===== src/rtl/adder_pkg.sv =====
// Shared types and helpers for the digit-serial adder.
package adder_pkg;

   typedef enum logic [1:0] {
      IDLE = 2'd0,
      RUN  = 2'd1,
      DONE = 2'd2
   } state_t;

   function automatic int unsigned steps(input int unsigned width, input int unsigned digit);
      return width / digit;
   endfunction

   function automatic bit width_ok(input int unsigned width, input int unsigned digit);
      return (digit >= 1) && (digit <= width) && ((width % digit) == 0);
   endfunction

endpackage


===== src/rtl/digit_adder.sv =====
// Combinational ripple chain of DIGIT full-adder cells; c_msb_in is the carry into the top cell.
module digit_adder #(
   parameter int unsigned DIGIT = 2
) (
   input  logic [DIGIT-1:0] a_d,
   input  logic [DIGIT-1:0] b_d,
   input  logic             c_in,
   output logic [DIGIT-1:0] s_d,
   output logic             c_out,
   output logic             c_msb_in
);

   logic [DIGIT:0] c;

   always_comb begin
      c    = '0;
      s_d  = '0;
      c[0] = c_in;
      for (int i = 0; i < int'(DIGIT); i++) begin
         s_d[i]   = a_d[i] ^ b_d[i] ^ c[i];
         c[i + 1] = (a_d[i] & b_d[i]) | (c[i] & (a_d[i] ^ b_d[i]));
      end
   end

   assign c_out    = c[DIGIT];
   assign c_msb_in = c[DIGIT-1];

endmodule


===== src/rtl/serial_adder.sv =====
// Digit-serial adder: DIGIT bits per cycle with valid/ready handshakes.
// Optional signed-overflow output enabled by SERIAL_ADDER_OVF_EN.
module serial_adder
   import adder_pkg::*;
#(
   parameter int unsigned WIDTH = 8,
   parameter int unsigned DIGIT = 2
) (
   input  logic             clk,
   input  logic             rst,
   input  logic             in_valid,
   output logic             in_ready,
   input  logic [WIDTH-1:0] a,
   input  logic [WIDTH-1:0] b,
   input  logic             cin,
   output logic             out_valid,
   input  logic             out_ready,
   output logic [WIDTH-1:0] sum,
   output logic             cout,
   output logic             busy
`ifdef SERIAL_ADDER_OVF_EN
   ,
   output logic             ovf
`endif
);

   localparam int unsigned STEPS = steps(WIDTH, DIGIT);
   localparam int unsigned CNT_W = (STEPS > 1) ? $clog2(STEPS) : 1;

   if (!width_ok(WIDTH, DIGIT)) begin : g_param_check
      $error("serial_adder: WIDTH must be a non-zero multiple of DIGIT");
   end

   state_t             state_q;
   logic [WIDTH-1:0]   a_q, b_q, sh_q;
   logic               carry_q;
   logic [CNT_W-1:0]   cnt_q;

   logic [DIGIT-1:0]   s_dig;
   logic               c_dig;
   logic               c_msb;
   logic [WIDTH+DIGIT-1:0] sh_cat;
   logic [WIDTH-1:0]   sh_d, a_d, b_d;
   logic               last_step;

   digit_adder #(.DIGIT(DIGIT)) u_digit (
      .a_d      (a_q[DIGIT-1:0]),
      .b_d      (b_q[DIGIT-1:0]),
      .c_in     (carry_q),
      .s_d      (s_dig),
      .c_out    (c_dig),
      .c_msb_in (c_msb)
   );

   // New digit enters at the top so the LSB digit ends up at bit 0 after STEPS shifts.
   assign sh_cat    = {s_dig, sh_q};
   assign sh_d      = sh_cat[WIDTH+DIGIT-1:DIGIT];
   assign a_d       = a_q >> DIGIT;
   assign b_d       = b_q >> DIGIT;
   assign last_step = (cnt_q == CNT_W'(STEPS - 1));

`ifndef SERIAL_ADDER_OVF_EN
   logic unused_c_msb;
   assign unused_c_msb = c_msb;
`endif

   always_ff @(posedge clk or posedge rst) begin
      if (rst) begin
         state_q   <= IDLE;
         a_q       <= '0;
         b_q       <= '0;
         sh_q      <= '0;
         carry_q   <= 1'b0;
         cnt_q     <= '0;
         in_ready  <= 1'b1;
         out_valid <= 1'b0;
         busy      <= 1'b0;
         sum       <= '0;
         cout      <= 1'b0;
`ifdef SERIAL_ADDER_OVF_EN
         ovf       <= 1'b0;
`endif
      end else begin
         case (state_q)
            IDLE: begin
               if (in_valid) begin
                  a_q      <= a;
                  b_q      <= b;
                  sh_q     <= '0;
                  carry_q  <= cin;
                  cnt_q    <= '0;
                  state_q  <= RUN;
                  in_ready <= 1'b0;
                  busy     <= 1'b1;
               end
            end
            RUN: begin
               a_q     <= a_d;
               b_q     <= b_d;
               sh_q    <= sh_d;
               carry_q <= c_dig;
               cnt_q   <= cnt_q + CNT_W'(1);
               if (last_step) begin
                  sum       <= sh_d;
                  cout      <= c_dig;
`ifdef SERIAL_ADDER_OVF_EN
                  ovf       <= c_msb ^ c_dig;
`endif
                  state_q   <= DONE;
                  out_valid <= 1'b1;
               end
            end
            DONE: begin
               if (out_ready) begin
                  state_q   <= IDLE;
                  out_valid <= 1'b0;
                  in_ready  <= 1'b1;
                  busy      <= 1'b0;
               end
            end
            default: begin
               state_q   <= IDLE;
               out_valid <= 1'b0;
               in_ready  <= 1'b1;
               busy      <= 1'b0;
            end
         endcase
      end
   end

endmodule

===== config.mk =====
export PLATFORM = sky130hd
export DESIGN_NAME = serial_adder
export DESIGN_NICKNAME = d
export VERILOG_FILES = /design/src/rtl/adder_pkg.sv /design/src/rtl/digit_adder.sv /design/src/rtl/serial_adder.sv
export SDC_FILE = /design/constraint.sdc
export NUM_CORES = 1
export LEC_CHECK = 0
export BUFFER_PORTS_ARGS = -buffer_cell sky130_fd_sc_hd__buf_2
export CAP_MARGIN = 20
export CORE_MARGIN = 3
export CORE_UTILIZATION = 47
export DETAILED_ROUTE_END_ITERATION = 6
export PLACE_DENSITY = 0.82
export SYNTH_ARGS = -nofsm -noshare
export SYNTH_HDL_FRONTEND = slang
export SYNTH_SLANG_ARGS = --single-unit
export TNS_END_PERCENT = 1

===== constraint.sdc =====
create_clock -name clk -period 1.65 [get_ports clk]
set_clock_uncertainty 0.05 [all_clocks]
set_input_delay 0.33 -clock clk [delete_from_list [all_inputs] [get_ports clk]]
set_output_delay 0.33 -clock clk [all_outputs]
set_load 0.02 [all_outputs]

Word level (Yosys, flattened, before mapping)
Index checks and enable logic that the tools add are counted.

storage, ports and cells
  input bits = 21
  output and inout bits = 12
  flip-flop bits (word level) = 41
  logic and storage cells = 59

cells by class
  $add $sub $neg = 1
  mux-type cells = 22
  reduce and logical (&&, ||, !) cells = 7
  equality and inequality tests = 6
  bitwise operators = 12

operator list
  kind                                                              number
  8-bit case mux with 2 select lines                                3
  8-bit two-way mux                                                 3
  1-bit case mux with 3 select lines                                3
  3-bit AND reduction                                               3
  2-bit two-way mux                                                 4
  1-bit two-way mux                                                 6
  2-bit != test (second input constant)                             3
  2-bit case mux with 3 select lines                                1
  1-bit AND                                                         4
  2-bit == test (second input constant)                             2
  2-bit case mux with 2 select lines                                1
  2-bit AND reduction                                               2
  1-bit bitwise XOR                                                 4
  2-bit by 1-bit adder with 2-bit output (second input constant)    1
  2-bit by 1-bit == test with 1-bit output (second input constant)  1
  2-bit logical NOT                                                 1
  1-bit inverter                                                    2
  1-bit OR                                                          2
  1-bit case mux with 2 select lines                                1
  2-bit nonzero test                                                1

Depth between registers and ports, before layout
  depth in word-level cells = 6
  depth in mapped cells = 6
  mapped depth without buffers = 4

Modules after synthesis
From an unflattened synthesis, not the netlist that was laid out.

unflattened totals
  cell total of the unflattened synthesis = 142
  area, all modules = 1,761.7 µm²

by module, submodules not included
  module        cells an instance  instances  area each (µm²)
  serial_adder  140                1          1,721.7
  digit_adder   2                  1          40.0

Worst setup path after synthesis
Ideal clock, no wire load.

  path type = reg-to-reg
  start point = register a_q[0]
  end point = register sum[7]
  required time = 1,475 ps
  slack = -55 ps
  cell stages (with the launch flop) = 4
  arrival time = 1,530 ps
  clock period less this slack = 1,705 ps
  buffers on the path = 0
  setup time = 125 ps
  cells stage by stage = dfrtp_1 -> fa_1 -> fa_1 -> mux2_4

on the way
  cells in the longest elaborated chain, start to end = 4

ends and longest elaborated chain
  item                      line                 text
  start: declaration        serial_adder.sv:35   logic [WIDTH-1:0] a_q, b_q, sh_q;
  start signal: assignment  serial_adder.sv:70   a_q <= '0;
  start signal: assignment  serial_adder.sv:87   a_q <= a;
  start signal: assignment  serial_adder.sv:98   a_q <= a_d;
  1-bit bitwise XOR         digit_adder.sv:21    c[i + 1] = (a_d[i] & b_d[i]) | (c[i] & (a_d[i] ^ b_d[i]));
  1-bit AND                 digit_adder.sv:21
  1-bit OR *                digit_adder.sv:21
  1-bit bitwise XOR *       digit_adder.sv:20    s_d[i] = a_d[i] ^ b_d[i] ^ c[i];
  named net s_dig[1]        serial_adder.sv:39   logic [DIGIT-1:0] s_dig;
  end signal: assignment    serial_adder.sv:78   sum <= '0;
  end signal: assignment    serial_adder.sv:104  sum <= sh_d;
  end: declaration          serial_adder.sv:18   output logic [WIDTH-1:0] sum,

Mark *: on every way through the listed nets, which the timed path passes. The rest lies on a longest branch.
A chain may end at the register's enable or synchronous reset.

Worst setup path in the final report
Ends and elaborated chain as after synthesis.

==> flow_summary.toml <==
[global_route]
antenna_found_initial = 0
grt_max_degree = 40
grt_overflow = 0
grt_pass1_wl_mm = 6.52
grt_pass1_vias = 1440
grtUsageTotal = 0.192

[critical_path]
cpPeakStageDelay_ns = 0.42
critPathKind = "reg -> reg"
critPathCaptureType = "flip-flop"
reg2reg_slack_ns = -0.01
worst_path_most_repeated_cell = "fa_2"
cp-start-kind = "flip-flop"
arrival_ns = 1.79
worstPathCellList = "fa_2, fa_2, mux2_4"
cp.required_ns = 1.77
cp_slowest_cell = "fa_2"
critPathMaxFanout = 2

[timing]
period_minus_slack_ns = 1.66
max_freq_mhz = 602
slew_violations = 0
maxSlewHeadroom = 0.656
worstMarginPinSlew_ns = 0.516
hold_violations = 0
rsz0062_at_grt = "yes"
setup_viol = 1
period_share = 1.01
setup_ws_ns = -0.0110

[drt]
drc = 0
first_iter_violations = 93
detail_route.first_pass.iterations = 4
wl_per_cell_um = 14.8
ant_nets = 0
drt-total-wl_mm = 3.52
vias_per_cell = 5.62
num_vias = 1338

[place]
placedInstanceArea_um2 = 1970
dpl.hpwl_mm = 2.45
numPortBuffers = 32
routabilityCongestion = 0.817

[clock_network]
clk_pin_slew_ns = 0.08
worstSkewPairLatency_ns = 0.29
hold_buffers = 0
cts_root_buf = "clkbuf_8"
clock-sinks = 39
cts_buffer_depth = 2
htreeDepth = 2
cts_tree = "built"
cts_buffers = 5

[cells_and_area]
drive_gt1_frac = 0.339
finalNetCount = 215
layout_common_cells = "dfrtp_1 (38), buf_2 (32), nor3_1 (30), o22ai_1 (13), o21ai_0 (10)"
syn_to_final_growth_pct = 21.0
layout_commonest_cell = "dfrtp_1"
nFillCells = 297
diodes = 0
fin_util = 0.611
fin_area_um2 = 2100

[power_and_ir_drop]
p_leak_nw = 0.990
power_density_nw_per_um2 = 2150
peakVddDrop_mv = 0.963

[floorplanning]
dieArea_um2 = 4460
die_w_um = 66.8
dieHeight_um = 66.8
rows = 21
initial_core_util = 0.505
io_pins = 33
core_area_um2 = 3440

[yosys]
syn_avg_cell_area_um2 = 11.4
synth_nets = 177
synth_cells = 153
ys_ff_latch = 39
yosys_warnings = 0
synthesis.area_um2 = 1740
post_synth_num_cell_types = 29
synth.area.top_cells = "dfrtp_1 (55%), nor3_1 (8.6%), mux2_4 (6.9%)"
synth_seq_area_share = 0.562
yosysTopAreaCell = "dfrtp_1"
synth_top_area_frac = 0.547

[status]
outcome = "finished, violations left"
violations = "setup timing"

[hold_path]
hold_path.class = "in -> async"

[job]
cap_violations = 0
through the flow:
step / std cells / TNS (ns) / setup WS [ns] / power, W / hold slack, ns
detailed placement: 228 / -0.0484 / -0.0484 / 0.00369 / 0.414
global route: 238 / -0.0517 / -0.0517 / 0.00493 / 0.142
global placement: 228 / -0.0113 / -0.0113 / 0.00359 / 0.408
finish: 238 / -0.0110 / -0.0110 / 0.00452 / 0.0994
floorplan: 153 / -0.0105 / -0.0105 / 0.00317 / 0.366
CTS: 237 / -0.0457 / -0.0457 / 0.00452 / 0.119
synthesized netlist by cell type (all sizes together):
master,number
nand2b,2
a21oi,2
mux2,9
o22ai,13
o22a,1
a22o,7
dfstp,1
and2b,1
ha,1
or2,1
clkbuf,5
o2bb2ai,1
o21ai,10
inv,3
fa,2
o21bai,1
dfrtp,38
o31ai,1
nor2b,1
nor3,30
o32ai,3
nor2,6
nand2,8
buf,6
per-layer routing:
metal	vias to the layer above	track usage	routed length (um)
li1	634	-	-
met1	653	0.252	1520
met2	47	0.292	1680
met3	4	0.0708	268
met4	0	0.0660	46
met5	-	0	0
worst max-delay path, delay by kind of cell, from the launching register on:
| kind | cells | cell delay, ns |
|---|---|---|
| fa+ha+maj | 2 | 0.82 |
| flops | 1 | 0.41 |
| mux | 1 | 0.28 |
power by group:
group          switching [W]  internal [W]  total [W]
combinational        0.00102      0.000949    0.00197
sequential          0.000323       0.00142    0.00174
clock               0.000320      0.000489   0.000810
final timing paths:
check	end	from	cells past startpoint
min in group clk	state_q[1]	out_ready	2
worst max register to register	sum[7]	a_q[0]	3
worst max-delay path	sum[7]	a_q[0]	3
worst min register to register	out_valid	out_valid	2
max in group asynchronous	in_ready	rst	3
worst min-delay path	sum[4]	rst	3
area by class of cell:
class / instances / area, um^2 / share of cell area
multi-input combinational: 100 / 692 / 0.329
timing repair buffer: 42 / 248 / 0.118
sequential: 39 / 977 / 0.465
tap: 46 / 57.6 / 0.0274
clock buffer: 6 / 82.6 / 0.0393
inverter: 3 / 11.3 / 0.00535
clock inverter: 2 / 35.0 / 0.0167
timing repair:
item,4_1_cts,5_1_grt
endpoints found under the setup margin,1,3
pin swaps,0,0
resized for setup,0,1
setup buffers,1,1
cell families after synthesis:
kind of cell	after synthesis	share of synthesized area
buffers and inverters	14	0.0425
flip-flops	39	0.562
multiplexers	9	0.0756
adder cells (fa/ha/maj)	3	0.0302
AO/OA/AOI/OAI	39	0.153
AND/OR/NAND/NOR	49	0.137
sequential cells by signal, indices dropped and copies added (netlist names):
register,cells
in_ready,1
cout,1
carry_q,1
cnt_q,2
out_valid,1
sh_q,6
b_q,8
state_q,2
busy,1
sum,8
a_q,8
(Power assumes the default switching activity.)
